### src/rtl/weight_loader.sv
// Loads KERN_S coefficients from a FIFO into a register file, then serves reads; rd_q has 1-cycle latency.
// The FIFO is popped only in LOAD with a valid head and no reload; READY leaves upstream data untouched.
module weight_loader #(
  parameter int DATA_WIDTH = 16,
  parameter int KERN_S     = 9,
  parameter int AW         = $clog2(KERN_S)
) (
  input  logic                  ap_clk,
  input  logic                  ap_rst_n,
  input  logic [DATA_WIDTH-1:0] input_V_dout,
  input  logic                  input_V_empty_n,
  output logic                  input_V_read,
  input  logic                  reload,
  output logic                  weights_ready,
  output logic                  load_done,
  input  logic [AW-1:0]         rd_addr,
  input  logic                  rd_ce,
  output logic [DATA_WIDTH-1:0] rd_q
);

  typedef enum logic {LOAD = 1'b0, READY = 1'b1} state_t;

  localparam logic [AW-1:0] LAST_IDX = AW'(KERN_S - 1);
  localparam logic [AW:0]   DEPTH    = (AW + 1)'(KERN_S);

  state_t                state, state_nxt;
  logic [AW-1:0]         wr_cnt, wr_cnt_nxt;
  logic                  pop;
  logic                  done_nxt;
  logic [DATA_WIDTH-1:0] mem [KERN_S];

  always_comb begin
    state_nxt  = state;
    wr_cnt_nxt = wr_cnt;
    pop        = 1'b0;
    done_nxt   = 1'b0;
    case (state)
      LOAD: begin
        // A reload discards the partial kernel and wins over a pending pop.
        if (reload) begin
          wr_cnt_nxt = '0;
        end else if (input_V_empty_n) begin
          pop = 1'b1;
          if (wr_cnt == LAST_IDX) begin
            wr_cnt_nxt = '0;
            state_nxt  = READY;
            done_nxt   = 1'b1;
          end else begin
            wr_cnt_nxt = wr_cnt + 1'b1;
          end
        end
      end
      READY: begin
        if (reload) begin
          state_nxt  = LOAD;
          wr_cnt_nxt = '0;
        end
      end
    endcase
  end

  // Gated by reset so nothing is consumed while the block is held in reset.
  assign input_V_read = pop & ap_rst_n;

  always_ff @(posedge ap_clk or negedge ap_rst_n) begin
    if (!ap_rst_n) begin
      state         <= LOAD;
      wr_cnt        <= '0;
      weights_ready <= 1'b0;
      load_done     <= 1'b0;
    end else begin
      state         <= state_nxt;
      wr_cnt        <= wr_cnt_nxt;
      weights_ready <= (state_nxt == READY);
      load_done     <= done_nxt;
    end
  end

  // Coefficient storage is deliberately not reset.
  always_ff @(posedge ap_clk) begin
    if (input_V_read) begin
      mem[wr_cnt] <= input_V_dout;
    end
  end

  // Same-address read and write on one edge returns the old word.
  always_ff @(posedge ap_clk or negedge ap_rst_n) begin
    if (!ap_rst_n) begin
      rd_q <= '0;
    end else if (rd_ce) begin
      rd_q <= ({1'b0, rd_addr} < DEPTH) ? mem[rd_addr] : '0;
    end
  end

endmodule

### config.mk
export PLATFORM = sky130hd
export DESIGN_NAME = weight_loader
export DESIGN_NICKNAME = d
export VERILOG_FILES = /design/src/rtl/weight_loader.sv
export SDC_FILE = /design/constraint.sdc
export NUM_CORES = 1
export LEC_CHECK = 0
export ABC_AREA = 1
export CELL_PAD_IN_SITES_DETAIL_PLACEMENT = 1
export CELL_PAD_IN_SITES_GLOBAL_PLACEMENT = 1
export CORE_ASPECT_RATIO = 2
export CORE_MARGIN = 2
export CORE_UTILIZATION = 30
export CTS_CLUSTER_SIZE = 25
export DETAILED_ROUTE_END_ITERATION = 10
export PLACE_DENSITY = 0.53
export SYNTH_ARGS = -nofsm -noshare
export SYNTH_HDL_FRONTEND = slang
export SYNTH_SLANG_ARGS = --single-unit
### constraint.sdc
create_clock -name ap_clk -period 4 [get_ports ap_clk]
set_input_delay 0.6 -clock ap_clk [delete_from_list [all_inputs] [get_ports ap_clk]]
set_output_delay 0.6 -clock ap_clk [all_outputs]
set_load 0.02 [all_outputs]
==> impl_metrics.tcl <==
set metrics [dict create \
    min_period_ns 3.079 \
    grt_antenna_before_repair 0 \
    finalSetupViolCount 0 \
    dr.first_iter.drc_count 169 \
    viasPerCell 4.732 \
    critical_path_required_ns 3.40 \
    wl_um 17870 \
    critPathMaxStageDelay_ns 0.61 \
    crit_top_cell "clkdlybuf4s50_1" \
    skew_ns 0.006958 \
    area.growth.synth_to_final_pct 20.65 \
    post_synth.cell_area_avg_um2 11.15 \
    sw_frac_of_total 0.2342 \
    avgRoutedWirePerCell_um 18.59 \
    worst_slew_pin_slew_ns 0.7795 \
    synth_nets 639 \
    dieArea_um2 23970 \
    synthCells 610 \
    pwr-share-seq 0.510 \
    max_slew_margin 0.4804 \
    port_buffers 43 \
    ys_seq_area_frac 0.7164 \
    holdWs_ns 0.4837 \
    ctsResizeCount 0 \
    grt_max_degree 66 \
    leakagePower_nw 3.225 \
    status "finished clean" \
    synth_area_um2 6804 \
    regArea_um2 4875 \
    multi_input_area_um2 1613 \
    final_util 0.3657 \
    grt_pass1_wl_um 28610 \
    path_cells "clkdlybuf4s50_1, nor3_2, nand2_1, inv_1, clkdlybuf4s50_1" \
    ys_seq_elements 166 \
    post-route-period-util 0.7696 \
    yosysTopAreaCell "edfxtp_1" \
    pwr-share-clk 0.414 \
    io_pins 44 \
    r2r-start "state$_DFF_PN0_" \
    synth_fa_ha_area_frac 0.007356 \
    startpoint "reload" \
    synth_warnings 0 \
    fin_nets 697 \
    fin_tns_setup_ns 0 \
    rsz0062_at_grt "no" \
    drive_gt1_frac 0.09838 \
    crit_type "in2out" \
    globalRouteTotalUtil 0.1584 \
    worst_setup_path_end_kind "output port" \
    synth_top_cells_by_area "edfxtp_1, nand2_1, dfrtp_1" \
    fp.dieH_um 217.0 \
    hpwl_um 10720 \
    timing.fmax_ghz 0.3248 \
    clockRootBuffer "clkbuf_16" \
    cts_made_buffers 17 \
    rows 78 \
    timing.reg2reg.setup_slack_ns 2.00 \
    die_w_um 110.5 \
    cts_tree "built" \
    path_clk_slew_ns 0.07 \
    synth_mux_area_frac 0 \
    synthSimpleGateAreaFrac 0.2152 \
    cp-start-kind "input port" \
    synth_top_family_by_area "simple AND/OR/NAND/NOR gates" \
    clock_latency_ns 0.42 \
    cts_htree_levels 4 \
    firstDrtPassIters 4 \
    vias 4547 \
    worstPathMaxFanout 10 \
    ctsLongestPathBuffers 2 \
    hold_viol 0 \
    postRouteAntennaNets 0 \
    gp_congestion 0.7560 \
    cts_sinks 166 \
    max_cap_violations 0 \
    nFillCells 2499 \
    min_path_type "reg2reg" \
    remaining_drc_errors 0 \
    synth-compound-area-share 0.006068 \
    instances_no_fill 961 \
    grt_pass1_vias 4954 \
    antenna_cells 0 \
    cts_setup_buffers 0 \
    slew_viol_final 0 \
    cp.arrival_ns 2.48 \
    yosysUniqueCellTypes 20 \
    hold_start "rd_q[1]$_DFFE_PN0P_" \
    overflow 0 \
    synth-xor-area-share 0.002574 \
    ctsHoldBuffers 0 \
    powerDensity_nw_per_um2 459.6 \
    dpl.cell_count 929 \
    p_switching_mw 0.8837 \
    power_frac_comb 0.076 \
    worst_path_max_delay_cell "clkdlybuf4s50_1" \
    ir_worst_vdd_mv 0.2302 \
    p_int_mw 2.889 \
    start_util 0.3031 \
    synth_top_area_frac 0.6355 \
    fp.coreArea_um2 22450 \
]
[cell families (layout without fill, tap and decap cells)]
kind of cell / Yosys count / after routing
compound gates: 7 / 7
xor+xnor: 2 / 2
fa+ha+maj: 4 / 4
buf+inv: 81 / 152
flops: 166 / 166
simple gates: 350 / 350
[routing by layer]
layer  global-route usage  part of all wire  vias up
met5                    0                 0        -
met4              0.05458             0.017        0
met3              0.02868             0.030       22
met2               0.2810              0.52       96
met1               0.1933              0.43     2272
li1                     -                 -     2157
[worst max-delay path: cells and delay by family]
kind / cells / cell delay [ns]
AND/OR/NAND/NOR: 2 / 0.70
buffers and inverters: 3 / 1.18
[Yosys cell counts]
master,n
dfrtp_1,22
xnor2_1,1
inv_1,52
buf_6,1
buf_4,7
o21ai_0,4
nand2_1,200
inv_2,1
clkbuf_1,3
o22ai_1,2
xor2_1,1
nand3_1,106
buf_1,2
nor2_1,34
buf_2,15
nor3_1,9
o21ai_2,1
ha_1,4
nor3_2,1
edfxtp_1,144
[path summary, 6_finish.rpt]
kind / depth (start not counted) / endpoint
setup / recovery: 5 / input_V_read
hold reg to reg: 2 / rd_q[1]$_DFFE_PN0P_
hold / removal: 2 / rd_q[1]$_DFFE_PN0P_
min in group asynchronous: 2 / rd_q[9]$_DFFE_PN0P_
setup reg to reg: 4 / mem[2][9]$_DFFE_PP_
max in group asynchronous: 2 / rd_q[2]$_DFFE_PN0P_
[sequential cells by signal (all words and copies together) (netlist names)]
| register | count |
|---|---|
| mem | 144 |
| load_done | 1 |
| state | 1 |
| rd_q | 16 |
| wr_cnt | 4 |
[cell type report]
type                    instances  share of cell area
repair buffers                 67             0.07377
flip-flops and latches        166              0.5938
clock buffers                  18             0.05350
well taps                     280             0.04268
multi-input cells             363              0.1965
inverters                      53             0.02423
clock inverters                14             0.01555
[power by group through the flow]
stage / sequential, mW / clock, mW / combinational [mW]
floorplan: 1.98 / 0 / 0.127
global placement: 1.96 / 0 / 0.288
detailed placement: 1.96 / 0 / 0.293
CTS: 1.93 / 1.61 / 0.294
global route: 1.93 / 1.66 / 0.321
finish: 1.93 / 1.56 / 0.286
[through the flow]
stage | power [mW] | worst slack, ns | instance area, µm²
final | 3.773 | 0.9214 | 8209
after global placement | 2.251 | 1.006 | 7642
after CTS | 3.826 | 0.8921 | 8209
after detailed placement | 2.255 | 0.8925 | 7642
after global routing | 3.914 | 0.7726 | 8209
after floorplan | 2.108 | 1.342 | 6804
[cell usage in the layout (no fill, tap or decap)]
master and instances:
buf_2 1, buf_4 24, bufinv_16 1, clkbuf_16 17, clkbuf_8 1, clkdlybuf4s50_1 42
clkinv_1 1, clkinv_2 2, clkinv_4 5, clkinvlp_4 3, dfrtp_1 22, edfxtp_1 144
ha_1 4, inv_1 52, inv_2 1, inv_6 2, nand2_1 200, nand3_1 106
nor2_1 34, nor3_1 1, nor3_2 9, o21ai_0 4, o21ai_2 1, o22ai_1 2
xnor2_1 1, xor2_1 1
(Power assumes the default switching activity.)
